### config.mk
export PLATFORM = sky130hd
export DESIGN_NAME = mem_sequencer
export DESIGN_NICKNAME = d
export VERILOG_FILES = /design/src/rtl/mem_sequencer_pkg.sv /design/src/rtl/mem_sequencer_addr_counter.sv /design/src/rtl/mem_sequencer.sv
export SDC_FILE = /design/constraint.sdc
export NUM_CORES = 1
export LEC_CHECK = 0
export ABC_AREA = 1
export CELL_PAD_IN_SITES_DETAIL_PLACEMENT = 1
export CELL_PAD_IN_SITES_GLOBAL_PLACEMENT = 2
export CORE_MARGIN = 8
export CORE_UTILIZATION = 27
export CTS_BUF_LIST = sky130_fd_sc_hd__clkbuf_8
export DETAILED_ROUTE_END_ITERATION = 8
export GPL_ROUTABILITY_DRIVEN = 0
export HOLD_SLACK_MARGIN = 0.05
export PLACE_DENSITY = 0.95
export REMOVE_ABC_BUFFERS = 1
export SYNTH_ARGS = -nofsm -noshare
export SYNTH_HDL_FRONTEND = slang
export SYNTH_SLANG_ARGS = --single-unit
export TNS_END_PERCENT = 100
### constraint.sdc
create_clock -name clk -period 3.8 [get_ports clk]
set_clock_uncertainty 0.15 [all_clocks]
set_input_delay 1.14 -clock clk [delete_from_list [all_inputs] [get_ports clk]]
set_output_delay 1.14 -clock clk [all_outputs]
set_load 0.01 [all_outputs]
### src/rtl/mem_sequencer_pkg.sv
// mem_seq_pkg: shared types for the memory sequencer.
//   - state_e     : sequencer FSM states (VSTROBE/VHOLD only with
//                   MEM_SEQUENCER_VERIFY_EN defined)
//   - BANK_W/BLOCK_W/ROW_W : address field widths
//   - mem_addr_t  : packed {bank, block, row} address
//   - addr_incr() : 16-bit wrapping increment of a mem_addr_t
package mem_seq_pkg;

   localparam int unsigned BANK_W  = 4;
   localparam int unsigned BLOCK_W = 4;
   localparam int unsigned ROW_W   = 8;
   localparam int unsigned ADDR_W  = BANK_W + BLOCK_W + ROW_W;

   typedef struct packed {
      logic [BANK_W-1:0]  bank;
      logic [BLOCK_W-1:0] block;
      logic [ROW_W-1:0]   row;
   } mem_addr_t;

   typedef enum logic [2:0] {
      IDLE,
      SETUP,
      STROBE,
      HOLD,
      RDWAIT
`ifdef MEM_SEQUENCER_VERIFY_EN
      ,
      VSTROBE,
      VHOLD
`endif
   } state_e;

   // Row carries into block, block into bank, all-ones wraps to zero.
   function automatic mem_addr_t addr_incr(input mem_addr_t a);
      logic [ADDR_W-1:0] v;
      v = a;
      v = v + ADDR_W'(1);
      return v;
   endfunction

endpackage

### src/rtl/mem_sequencer_addr_counter.sv
// mem_addr_counter: burst address register for mem_sequencer.
// Ports:
//   clk, rst_n  : clock, synchronous active-low reset (address -> 0)
//   load        : take loadValue as the new address (priority over inc)
//   loadValue   : start address of a burst
//   inc         : advance to the next byte address (16-bit wrap)
//   addr        : current address
module mem_addr_counter
   import mem_seq_pkg::*;
(
   input  logic      clk,
   input  logic      rst_n,
   input  logic      load,
   input  mem_addr_t loadValue,
   input  logic      inc,
   output mem_addr_t addr
);

   mem_addr_t addr_q;
   mem_addr_t addr_d;

   always_comb begin
      addr_d = addr_q;
      if (load) begin
         addr_d = loadValue;
      end else if (inc) begin
         addr_d = addr_incr(addr_q);
      end
   end

   always_ff @(posedge clk) begin
      if (!rst_n) begin
         addr_q <= '0;
      end else begin
         addr_q <= addr_d;
      end
   end

   assign addr = addr_q;

endmodule

### src/rtl/mem_sequencer.sv
// mem_sequencer: byte-burst sequencer for an asynchronous-style memory with
// active-low read/write strobes.
// Parameter:
//   STROBE_CYCLES : cycles each strobe is held low (1..15)
// Ports:
//   clk, rst_n                 : clock, synchronous active-low reset
//   cmdValid/cmdReady          : burst command handshake
//   cmdWrite, cmdAddr, cmdLen  : direction, start address, length-1
//   wrData/wrValid/wrReady     : write-byte stream in
//   rdData/rdValid/rdReady     : read-byte stream out
//   done                       : one-cycle pulse after the burst's last byte
//   readEnable, writeEnable    : active-low memory strobes (registered)
//   memWData, memRData         : memory data out / in
//   addrBank/addrBlock/addrRow : memory address fields
//   verifyErr                  : sticky write-verify error
//                                (only with MEM_SEQUENCER_VERIFY_EN defined)
module mem_sequencer
   import mem_seq_pkg::*;
#(
   parameter int unsigned STROBE_CYCLES = 1
) (
   input  logic               clk,
   input  logic               rst_n,
   input  logic               cmdValid,
   output logic               cmdReady,
   input  logic               cmdWrite,
   input  logic [15:0]        cmdAddr,
   input  logic [7:0]         cmdLen,
   input  logic [7:0]         wrData,
   input  logic               wrValid,
   output logic               wrReady,
   output logic [7:0]         rdData,
   output logic               rdValid,
   input  logic               rdReady,
   output logic               done,
`ifdef MEM_SEQUENCER_VERIFY_EN
   output logic               verifyErr,
`endif
   output logic               readEnable,
   output logic               writeEnable,
   output logic [7:0]         memWData,
   input  logic [7:0]         memRData,
   output logic [BANK_W-1:0]  addrBank,
   output logic [BLOCK_W-1:0] addrBlock,
   output logic [ROW_W-1:0]   addrRow
);

   localparam logic [3:0] STB_LAST = 4'(STROBE_CYCLES - 1);

   state_e     state_q, state_d;
   logic       wr_q, wr_d;
   logic [7:0] len_q, len_d;
   logic [3:0] cnt_q, cnt_d;
   logic [7:0] wdata_q, wdata_d;
   logic [7:0] rdata_q, rdata_d;
   logic       done_q, done_d;
   logic       cmd_ready_q, cmd_ready_d;
   logic       re_n_q, re_n_d;
   logic       we_n_q, we_n_d;
   logic       byte_end;
   logic       addr_load;
   logic       addr_inc;
   mem_addr_t  addr;
`ifdef MEM_SEQUENCER_VERIFY_EN
   logic       err_q, err_d;
`endif

   mem_addr_counter u_addr (
      .clk       (clk),
      .rst_n     (rst_n),
      .load      (addr_load),
      .loadValue (mem_addr_t'(cmdAddr)),
      .inc       (addr_inc),
      .addr      (addr)
   );

   always_comb begin
      state_d   = state_q;
      wr_d      = wr_q;
      len_d     = len_q;
      cnt_d     = cnt_q;
      wdata_d   = wdata_q;
      rdata_d   = rdata_q;
      done_d    = 1'b0;
      byte_end  = 1'b0;
      addr_load = 1'b0;
      addr_inc  = 1'b0;
`ifdef MEM_SEQUENCER_VERIFY_EN
      err_d     = err_q;
`endif

      case (state_q)
         IDLE: begin
            if (cmdValid && cmdReady) begin
               wr_d      = cmdWrite;
               len_d     = cmdLen;
               addr_load = 1'b1;
               state_d   = SETUP;
            end
         end
         SETUP: begin
            cnt_d = '0;
            if (wr_q) begin
               if (wrValid) begin
                  wdata_d = wrData;
                  state_d = STROBE;
               end
            end else begin
               state_d = STROBE;
            end
         end
         STROBE: begin
            if (cnt_q == STB_LAST) begin
               state_d = HOLD;
            end else begin
               cnt_d = cnt_q + 4'd1;
            end
         end
         HOLD: begin
            if (wr_q) begin
`ifdef MEM_SEQUENCER_VERIFY_EN
               cnt_d   = '0;
               state_d = VSTROBE;
`else
               byte_end = 1'b1;
`endif
            end else begin
               rdata_d = memRData;
               state_d = RDWAIT;
            end
         end
         RDWAIT: begin
            if (rdReady) begin
               byte_end = 1'b1;
            end
         end
`ifdef MEM_SEQUENCER_VERIFY_EN
         VSTROBE: begin
            if (cnt_q == STB_LAST) begin
               state_d = VHOLD;
            end else begin
               cnt_d = cnt_q + 4'd1;
            end
         end
         VHOLD: begin
            if (memRData != wdata_q) begin
               err_d = 1'b1;
            end
            byte_end = 1'b1;
         end
`endif
         default: begin
            state_d = IDLE;
         end
      endcase

      // Shared tail of every completed byte: next byte or end of burst.
      if (byte_end) begin
         if (len_q == 8'd0) begin
            done_d  = 1'b1;
            state_d = IDLE;
         end else begin
            len_d    = len_q - 8'd1;
            addr_inc = 1'b1;
            state_d  = SETUP;
         end
      end

      // Strobes and cmdReady are registered from the next state so they are
      // glitch-free. cmdReady stays low during the done cycle so a command
      // presented alongside done is only taken on the following edge.
      we_n_d      = !((state_d == STROBE) && wr_d);
`ifdef MEM_SEQUENCER_VERIFY_EN
      re_n_d      = !(((state_d == STROBE) && !wr_d) || (state_d == VSTROBE));
`else
      re_n_d      = !((state_d == STROBE) && !wr_d);
`endif
      cmd_ready_d = (state_d == IDLE) && !done_d;
   end

   always_ff @(posedge clk) begin
      if (!rst_n) begin
         state_q     <= IDLE;
         wr_q        <= 1'b0;
         len_q       <= '0;
         cnt_q       <= '0;
         wdata_q     <= '0;
         rdata_q     <= '0;
         done_q      <= 1'b0;
         cmd_ready_q <= 1'b0;
         re_n_q      <= 1'b1;
         we_n_q      <= 1'b1;
      end else begin
         state_q     <= state_d;
         wr_q        <= wr_d;
         len_q       <= len_d;
         cnt_q       <= cnt_d;
         wdata_q     <= wdata_d;
         rdata_q     <= rdata_d;
         done_q      <= done_d;
         cmd_ready_q <= cmd_ready_d;
         re_n_q      <= re_n_d;
         we_n_q      <= we_n_d;
      end
   end

`ifdef MEM_SEQUENCER_VERIFY_EN
   always_ff @(posedge clk) begin
      if (!rst_n) begin
         err_q <= 1'b0;
      end else begin
         err_q <= err_d;
      end
   end

   assign verifyErr = err_q;
`endif

   assign cmdReady    = cmd_ready_q;
   assign wrReady     = (state_q == SETUP) && wr_q;
   assign rdValid     = (state_q == RDWAIT);
   assign rdData      = rdata_q;
   assign done        = done_q;
   assign readEnable  = re_n_q;
   assign writeEnable = we_n_q;
   assign memWData    = wdata_q;
   assign addrBank    = addr.bank;
   assign addrBlock   = addr.block;
   assign addrRow     = addr.row;

endmodule

* Word-level counts from Yosys, hierarchy flattened
Index checks and enable logic that the tools add are counted.
Storage, ports and cells: flip-flop bits (word level) 52, bits in latches 0, bits in writable memories 0, ROM bits 0, input bits 46, output and inout bits 38, logic and storage cells 68, memories 0
Operators by class: add/subtract/negate cells 3, multiply operators 0, div/mod/pow operators 0, magnitude comparators 0, equal/unequal tests 6, shift-type cells 0, mux-type cells 27, bitwise logic cells 1, reduce and logical (&&, ||, !) cells 18
Operator list (number):
- two-way mux 16 bit | 2
- two-way mux 8 bit | 4
- two-way mux 3 bit | 6
- adder 16 x 1 -> 16 bit (second input constant) | 1
- one-hot mux 3 bit (5 select lines) | 1
- two-way mux 1 bit | 11
- equality test 3 x 2 -> 1 bit (second input constant) | 3
- zero test 8 bit | 1
- one-hot mux 4 bit (2 select lines) | 1
- subtractor 8 x 1 -> 8 bit (second input constant) | 1
- zero test 3 bit | 2
- logical AND 1 bit | 5
- adder 4 x 1 -> 4 bit (second input constant) | 1
- zero test 1 bit | 4
- zero test 4 bit | 1
- two-way mux 4 bit | 1
- AND reduction 2 bit | 2
- nonzero test 2 bit | 2
- equality test 3 x 1 -> 1 bit (second input constant) | 1
- equality test 3 bit (second input constant) | 1
- AND reduction 3 bit | 1
- inequality test 2 bit (second input constant) | 1
- one-hot mux 1 bit (2 select lines) | 1
- inverter 1 bit | 1

* Depth between registers and ports, before layout
Gate-level depths: netlist of the first run.
depth in word-level cells 7, gate-level depth with buffers 11, mapped depth without buffers 11

* Modules after synthesis
A second synthesis of the first run with hierarchy kept.
Second synthesis, totals: cells, all modules 405, area total of the unflattened synthesis 2745.1 µm²
Modules (own cells, without submodules):
- mem_sequencer | times used 1, cells each 257, area an instance 1710.4 µm²
- mem_addr_counter | times used 1, cells each 148, area an instance 1034.7 µm²

* Least setup slack after synthesis of the first run
OpenSTA, ideal clock, no wires.
kind flip-flop to output port, from register state_q[0], to output port wrReady, arrival 0.859 ns, required time 2.510 ns, slack 1.651 ns, stages on the path, launching flop included 3, path buffers 0, cells stage by stage dfxtp_1 nand3_1 nor2_1
Between the ends: cells in the longest elaborated chain, start to end 2
RTL lines:
- start: declaration | line mem_sequencer.sv:50 | state_e state_q, state_d;
- start signal: assignment | line mem_sequencer.sv:194 | state_q <= state_d;
- equality test 3 x 1 -> 1 bit | line mem_sequencer.sv:220 | assign wrReady = (state_q == SETUP) && wr_q;
- logical AND 1 bit | line mem_sequencer.sv:220
- end: declaration | line mem_sequencer.sv:31 | output logic wrReady,
No other way between the ends.

* Worst setup path in the final report of the first run
Ends and elaborated chain as after synthesis.

==> results of run 1 <==
-- cells by family after synthesis --
group           synth area share
buf+inv                  0.09058
xor+xnor                 0.01569
simple gates              0.3565
compound gates            0.1462
flops                     0.3731
fa+ha+maj                0.01794
-- routing by layer --
metal,vias up,GRT usage
li1,1536,-
met3,7,0.04077
met5,-,0
met1,1441,0.1595
met2,58,0.2504
met4,0,0.02882
-- synth_stat cells (4+ instances only) --
cell      count  area [µm²]
dfxtp_1      52        1041
nor3_1        6       30.03
ha_1          4       50.05
nand4_1       6       37.54
o21ai_0      48       240.2
clkbuf_1      6       22.52
xor2_1        4       35.03
nor2_1       93       349.1
nand3_1      23       115.1
a21oi_1      24       120.1
inv_1        45       168.9
nand2_1      97       364.1
-- state kept, by name, indices dropped and copies added (netlist names) --
| register | flops |
|---|---|
| cmdReady | 1 |
| cnt_q | 4 |
| done | 1 |
| len_q | 8 |
| memWData | 8 |
| rdData | 8 |
| readEnable | 1 |
| state_q | 3 |
| u_addr.addr | 16 |
| wr_q | 1 |
| writeEnable | 1 |
-- worst max-delay path, stage by stage, from the launching register on --
cell	delay (ps)
dfxtp_1	460
nand3_1	240
nor2_1	200
clkdlybuf4s50_1	560
-- where the power goes --
group          internal, µW  switching [µW]
clock                   123             186
combinational           260             351
sequential              615            77.3
total                   998             615
-- layout make-up --
| class | count | area (µm²) |
|---|---|---|
| Fill cell | 1323 | 6366 |
| Multi-Input combinational cell | 321 | 1496 |
| Sequential cell | 52 | 1041 |
| Timing Repair Buffer | 86 | 853.3 |
| Inverter | 48 | 180.2 |
| Tap cell | 136 | 170.2 |
| Clock buffer | 5 | 68.82 |
| Clock inverter | 2 | 8.758 |
-- per-stage QoR --
step / power [µW] / area (µm²)
CTS: 1640 / 3819
detailed placement: 1322 / 3741
global placement: 1297 / 3741
floorplan: 1055 / 2718
finish: 1613 / 3819
global route: 1739 / 3819
-- cells in the final DEF (no fill, tap or decap), drive strengths merged --
master / count
a21oi: 26
nand3b: 1
clkdlybuf4s50: 83
o21ai: 49
dfxtp: 52
nand2: 100
a211oi: 2
nor3b: 1
buf: 3
clkinv: 2
xnor2: 1
nor2: 94
nand3: 23
xor2: 4
ha: 4
clkbuf: 5
inv: 48
and3: 1
a31oi: 1
nand4: 7
nor3: 7
-- worst max path at each step --
stage / from / endpoint / slack (ps)
2_1_floorplan: cmdValid / writeEnable / 1320
3_3_place_gp: cmdValid / writeEnable / 760
3_5_place_dp: cmdValid / writeEnable / 760
4_1_cts: state_q[0] / wrReady / 700
5_1_grt: state_q[0] / wrReady / 650
6_report: state_q[0] / wrReady / 750
==> flow_summary.json, run 1 <==
{
  "status": "completed",
  "rsz0062_at_grt": "false",
  "ys_types": 30,
  "fp.dieW_um": 117.7,
  "power_per_cell_area_nw_per_um2": 422.4,
  "drc": 0,
  "dr_wl_met2_mm": 4.728,
  "numClockSinks": 52,
  "yosysWarningCount": 0,
  "vias": 3042,
  "core_um2": 10180,
  "hold_buffers": 0,
  "required_ps": 2510,
  "pin_count": 84,
  "wl_mm": 9.589,
  "via_per_inst": 4.680,
  "worstSetupPathType": "flip-flop to output pin",
  "p_leak_uw": 0.001620,
  "dp_slack_ps": 761.9,
  "worstMarginPinSlew_ps": 585.8,
  "ant_nets": 0,
  "reg2reg_from": "len_q[0]",
  "hold_depth": 2,
  "io_buffer_count": 83,
  "fin_tns_setup_ps": 0,
  "reg2reg_depth": 10,
  "cp_data_arrival_time_ps": 1760,
  "fin_util": 0.3749,
  "rows": 37,
  "ctsResizeCount": 0,
  "hpwlAfterDp_mm": 7.518,
  "die_y_um": 117.7,
  "r2r_setup_slack_ps": 1580,
  "drive_gt1_frac": 0.03891,
  "synthToLayoutAreaGrowth_pct": 36.86,
  "end_kind": "output pin",
  "post-cts-setup-buffers": 0,
  "clk_pin_slew_ps": 90,
  "placed_cells": 643,
  "synth-async-reset-ratio": 0,
  "final-hold-violation-count": 0,
  "grt_max_degree": 28,
  "yosysSeqAreaShare": 0.3731,
  "cts_tree": "yes",
  "hp-class": "flip-flop to flip-flop",
  "clk_latency_ps": 320,
  "post_drt_wl_per_cell_um": 14.75,
  "cap_violations": 0,
  "hold-path-endpoint": "cnt_q[3]",
  "start_kind": "flip-flop",
  "route.met3.wl_um": 511,
  "initial_core_util": 0.2740,
  "min-delay-start": "cnt_q[3]",
  "dr.max_layer_used": "met4",
  "met1_length_mm": 4.278,
  "synth_seq_cells": 52,
  "finalMaxSlewViolations": 0,
  "first_iter_violations": 136,
  "finalWorstSetupSlack_ps": 746.5,
  "cts-root-buf": "clkbuf_8",
  "grt_pass1_wl_mm": 16.08,
  "dieArea_um2": 13840,
  "syn_area_um2": 2790,
  "synth_edf_count": 0,
  "numCtsBuffers": 5,
  "timing.rr.end": "u_addr.addr[14]",
  "grt_pass1_vias": 3318,
  "grt_overflow_total": 0,
  "grt_use_total": 0.1393,
  "antenna_found_initial": 0,
  "synth_flop_cell": "dfxtp_1",
  "n_antenna_cell": 0,
  "post-route-period-util": 0.8036,
  "htreeDepth": 2,
  "drt_pre_antenna_iters": 4,
  "syn_inst": 433,
  "syn_avg_cell_area_um2": 6.444,
  "worstPathMaxFanout": 6,
  "ir_drop_mv": 0.1421,
  "relSlewSlack": 0.6081,
  "setup_viol": 0,
  "fin_cells": 650,
  "final_net_count": 564,
  "hold_slack_ps": 367.0,
  "cts_buffer_depth": 2,
  "finalCriticalPeriod_ps": 3054,
  "fmax_mhz": 327.5
}
Note: power is estimated with default switching activity, not from simulation.
==> run 2: changes to the inputs <==
- CORE_UTILIZATION: 27 -> 25
- PLACE_DENSITY: 0.95 -> 0.93
- clock period: 3.8 -> 3.02 ns (I/O delays scaled with it)
==> run 2 against run 1 <==
Effect of this change:
- clock power is 66% higher
- critical path depth is the same
- die area increased by 6.9%
- hold slack got worse by 1.7 ps
- critical path type unchanged
- largest power group unchanged
- wire length about the same
- cell count is 1.2% higher
- largest cell class unchanged
- sequential share of layout area fell by 0.50 points
==> flow_summary.json, run 2 (synthesis gave the netlist of run 1 again) <==
{
  "io_buffer_count": 83,
  "timing.rr.end": "u_addr.addr[15]",
  "via_per_inst": 4.622,
  "antenna_found_initial": 0,
  "largest_reg_flops": 16,
  "wl_mm": 9.586,
  "finalCriticalPeriod_ps": 2860,
  "hold_depth": 2,
  "final-seq-area_um2": 1041,
  "finalMaxSlewViolations": 0,
  "rsz0062_at_grt": "false",
  "status": "completed",
  "hp-class": "flip-flop to flip-flop",
  "fmax_mhz": 349.6,
  "min-delay-start": "cnt_q[2]",
  "grt_use_total": 0.1299,
  "fin_util": 0.3573,
  "rows": 38,
  "final-hold-violation-count": 0,
  "hold_buffers": 0,
  "cts-root-buf": "clkbuf_8",
  "reg2reg_from": "len_q[0]",
  "drive_gt1_frac": 0.04826,
  "multiInputGateArea_um2": 1496,
  "reg2reg_depth": 10,
  "initial_core_util": 0.2563,
  "fp.dieW_um": 121.6,
  "die_y_um": 121.6,
  "post-cts-setup-buffers": 0,
  "grt_max_degree": 32,
  "ir_drop_mv": 0.2216,
  "num-fill-cells": 1407,
  "cts_buffer_depth": 2,
  "post_drt_wl_per_cell_um": 14.57,
  "dpl_cell_area_um2": 3769,
  "p_leak_uw": 0.001651,
  "first_iter_violations": 89,
  "placed_cells": 650,
  "cp_data_arrival_time_ps": 1800,
  "ctsResizeCount": 0,
  "start_kind": "flip-flop",
  "pin_count": 84,
  "required_ps": 1960,
  "r2r_setup_slack_ps": 840,
  "clk_latency_ps": 310,
  "post-route-period-util": 0.9472,
  "critPathMaxStageDelay_ps": 570,
  "fin_tns_setup_ps": 0,
  "fin_cells": 658,
  "dieArea_um2": 14800,
  "ant_nets": 0,
  "grt_overflow_total": 0,
  "worstPathMaxFanout": 6,
  "htreeDepth": 2,
  "cap_violations": 0,
  "hpwlAfterDp_mm": 7.401,
  "power_per_cell_area_nw_per_um2": 560.0,
  "cp_slowest_cell": "clkdlybuf4s50_1",
  "worstSetupPathType": "flip-flop to output pin",
  "hold-path-endpoint": "cnt_q[2]",
  "worstMarginPinSlew_ps": 468.4,
  "n_antenna_cell": 0,
  "numCtsBuffers": 5,
  "vias": 3041,
  "final_cell_area_um2": 3890,
  "relSlewSlack": 0.6853,
  "drc": 0,
  "crit_buf_inv": 1,
  "final_cell_mix": "nand2_1 (97), nor2_1 (93), clkdlybuf4s50_1 (83)",
  "clk_pin_slew_ps": 90,
  "core_um2": 10890,
  "grt_pass1_wl_mm": 15.84,
  "grt_pass1_vias": 3210,
  "path_cells": "nand3_1 -> nor2_1 -> clkdlybuf4s50_1",
  "drt_pre_antenna_iters": 4,
  "synthToLayoutAreaGrowth_pct": 39.42,
  "end_kind": "output pin",
  "cts_tree": "yes",
  "setup_viol": 0,
  "final_net_count": 567,
  "layout_commonest_cell": "nand2_1",
  "critPathTopFamily": "buffers and inverters",
  "numClockSinks": 52
}
## run 2: cell types whose count changed in the layout (fill, tap and decap cells not counted)
cell	previous run	this run
buf_4	3	6
bufinv_16	0	1
inv_1	46	45
clkinv_4	0	1
clkbuf_8	5	6
clkinv_2	1	0
## run 2: final cells by class
type                       count  share of cell area
clock buffer                   6             0.02123
clock inverter                 2            0.009971
inverter                      48             0.04632
multi-input combinational    321              0.3847
sequential                    52              0.2676
tap                          140             0.04503
timing repair buffer          89              0.2252
## run 2: worst max path at each step
| stage | from | endpoint | slack, ps | cells past startpoint |
|---|---|---|---|---|
| 2_1_floorplan | cmdValid | writeEnable | 780 | 7 |
| 3_3_place_gp | rdReady | u_addr.addr[6] | 440 | 8 |
| 3_5_place_dp | rdReady | u_addr.addr[15] | 410 | 8 |
| 4_1_cts | state_q[0] | wrReady | 140 | 3 |
| 5_1_grt | state_q[0] | wrReady | 70 | 3 |
| 6_report | state_q[0] | wrReady | 160 | 3 |
## run 2: per-layer routing
layer | global-route usage | share of wire
met1 | 0.1508 | 0.45
met2 | 0.2260 | 0.47
met3 | 0.04535 | 0.069
met4 | 0.02699 | 0.0094
met5 | 0 | 0
## run 2: power by group
part	internal [µW]	switching [µW]
sequential	774	99.6
clock	272	242
combinational	336	456
## run 2: worst register-to-register path: stages (launching register included)
cell and delay [ps]:
dfxtp_1 310, inv_1 100, ha_1 210, nand2_1 110, nor2_1 240, nand2_1 140, nand2_4 250, nand2_4 180
inv_1 200, nand2_1 80, a21oi_1 140
## run 2: per-stage QoR
| step | hold slack, ps | setup slack, ps | total power (µW) |
|---|---|---|---|
| floorplan | 327.1 | 776.4 | 1328 |
| global placement | 337.9 | 443.4 | 1651 |
| detailed placement | 351.5 | 407.0 | 1676 |
| CTS | 373.2 | 144.3 | 2209 |
| global route | 400.2 | 73.78 | 2330 |
| finish | 365.3 | 159.6 | 2178 |
==> run 3: changes to the inputs <==
- PLACE_DENSITY: 0.93 -> 0.92
- SYNTH_HIERARCHICAL: default -> 1
==> run 3 against run 2 <==
Effect of this change:
- synthesized cell count is 6.5% lower
- clock power decreased by 3%
- die area down 1.4%
- hold slack got worse by 17 ps
- setup slack better by 200 ps
- first-iteration DRC count decreased by 24%
- clock-buffer cell count is 1 lower
- largest cell class unchanged
- critical path depth unchanged
- wire length fell by 7.1%
- via count shrank 5.6%
- sequential power decreased by 0.8%
==> flow_summary.json, run 3 <==
{
  "cts-root-buf": "clkbuf_8",
  "clk_latency_ps": 310,
  "grt_overflow_total": 0,
  "rows": 38,
  "route.met3.wl_um": 482,
  "post-cts-setup-buffers": 0,
  "ant_nets": 0,
  "synth_top_cells_by_count": "nor2_1 (76), nand2_1 (73), dfxtp_1 (52)",
  "post-route-period-util": 0.8801,
  "antenna_found_initial": 0,
  "final_cell_area_um2": 3849,
  "p_leak_uw": 0.001632,
  "layout_commonest_cell": "clkdlybuf4s50_1",
  "core_um2": 10790,
  "fin_tns_setup_ps": 0,
  "min-delay-start": "memWData[4]",
  "setup_viol": 0,
  "wl_mm": 8.906,
  "hold_buffers": 0,
  "rsz0062_at_grt": "false",
  "ys_types": 29,
  "worstSetupPathType": "flip-flop to output pin",
  "yosysTopAreaCellShare": 0.3792,
  "first_iter_violations": 68,
  "numCtsBuffers": 5,
  "grt_use_total": 0.1251,
  "final_net_count": 540,
  "drt_pre_antenna_iters": 4,
  "io_buffer_count": 83,
  "cts_tree": "yes",
  "syn_inst": 405,
  "pin_count": 84,
  "worstMarginPinSlew_ps": 438.9,
  "ir_drop_mv": 0.2411,
  "via_per_inst": 4.552,
  "grt_pass1_wl_mm": 15.15,
  "yosysMostFrequentCell": "nor2_1",
  "ctsResizeCount": 0,
  "hold_depth": 2,
  "synth_seq_cells": 52,
  "fmax_mhz": 376.3,
  "drive_gt1_frac": 0.08554,
  "dieArea_um2": 14590,
  "required_ps": 1960,
  "met1_length_mm": 3.955,
  "grt_max_degree": 34,
  "hp-class": "flip-flop to flip-flop",
  "drc": 0,
  "reg2reg_from": "len_q[0]",
  "end_kind": "output pin",
  "dr_wl_met2_mm": 4.394,
  "cts_buffer_depth": 2,
  "worstPathMaxFanout": 5,
  "syn_area_um2": 2745,
  "synthToLayoutAreaGrowth_pct": 40.20,
  "synth.area.top_cells": "dfxtp_1 (38%), nor2_1 (10%), nand2_1 (10%)",
  "die_y_um": 120.8,
  "finalCriticalPeriod_ps": 2658,
  "clk_pin_slew_ps": 110,
  "power_per_cell_area_nw_per_um2": 543.9,
  "hpwlAfterDp_mm": 7.084,
  "post_drt_wl_per_cell_um": 14.11,
  "n_antenna_cell": 0,
  "grt_pass1_vias": 3151,
  "initial_core_util": 0.2543,
  "final_cell_mix": "clkdlybuf4s50_1 (83), nor2_1 (76), nand2_1 (73)",
  "vias": 2872,
  "start_kind": "flip-flop",
  "relSlewSlack": 0.7071,
  "cap_violations": 0,
  "reg2reg_depth": 11,
  "yosysWarningCount": 6,
  "numClockSinks": 52,
  "synth_flop_cell": "dfxtp_1",
  "yosysTopAreaCell": "dfxtp_1",
  "synth_edf_count": 0,
  "cp_data_arrival_time_ps": 1600,
  "largest_reg_flops": 16,
  "final-hold-violation-count": 0,
  "num-fill-cells": 1349,
  "syn_avg_cell_area_um2": 6.778,
  "crit_start": "state_q[0]",
  "yosysSeqAreaShare": 0.3792,
  "finalMaxSlewViolations": 0,
  "htreeDepth": 2,
  "dr.max_layer_used": "met4",
  "fp.dieW_um": 120.8,
  "status": "completed",
  "synth-async-reset-ratio": 0,
  "dpl_cell_area_um2": 3737
}
==> run 3: cell type report <==
class / instances / area (µm²) / share of cell area
Multi-Input combinational cell: 294 / 1453 / 0.3774
Clock buffer: 5 / 68.82 / 0.01788
Sequential cell: 52 / 1041 / 0.2705
Timing Repair Buffer: 89 / 888.4 / 0.2308
Inverter: 48 / 180.2 / 0.04681
Clock inverter: 3 / 42.54 / 0.01105
Tap cell: 140 / 175.2 / 0.04551
==> run 3: cells by family after synthesis <==
family                   after synthesis  synth area share
AND/OR/NAND/NOR                      209            0.3309
AO/OA/AOI/OAI                         72            0.1486
buffers and inverters                 59           0.09161
flip-flops                            52            0.3792
XOR/XNOR                               9           0.03145
adder cells (fa/ha/maj)                4           0.01823
==> run 3: routing by layer <==
metal	GRT usage	vias up
met5	0	-
met4	0.02498	0
met3	0.03263	8
met2	0.2261	62
met1	0.1450	1333
li1	-	1469
==> run 3: stage by stage <==
stage / setup WS [ps] / total power (µW) / instances / util / hold slack, ps
after floorplan: 576.6 / 1295 / 394 / - / 325.0
after global placement: 274.4 / 1592 / 623 / 0.3463 / 320.3
after detailed placement: 206.9 / 1617 / 623 / 0.3463 / 331.9
after CTS: 322.1 / 2125 / 631 / 0.3566 / 354.6
after global routing: 250.2 / 2265 / 631 / 0.3566 / 382.5
final: 362.2 / 2093 / 631 / 0.3566 / 348.8
==> run 3: path summary, 6_finish.rpt <==
kind                                         to  slack [ps]
worst max-delay path                    wrReady         360
worst min register to register      memWData[4]         350
worst min-delay path                memWData[4]         350
worst max register to register  u_addr/addr[10]         890
==> run 3: critical path: stages, from the launching register on <==
cell	delay (ps)
dfxtp_1	450
nand3_2	160
nor2_2	120
clkdlybuf4s50_1	550
==> run 3: where the power goes <==
part,switching [µW],total (µW),leakage [µW],internal (µW)
sequential,94.9,866,0.000422,771
combinational,398,727,0.00115,329
clock,252,500,0.0000599,248
total,745,2090,0.00163,1350
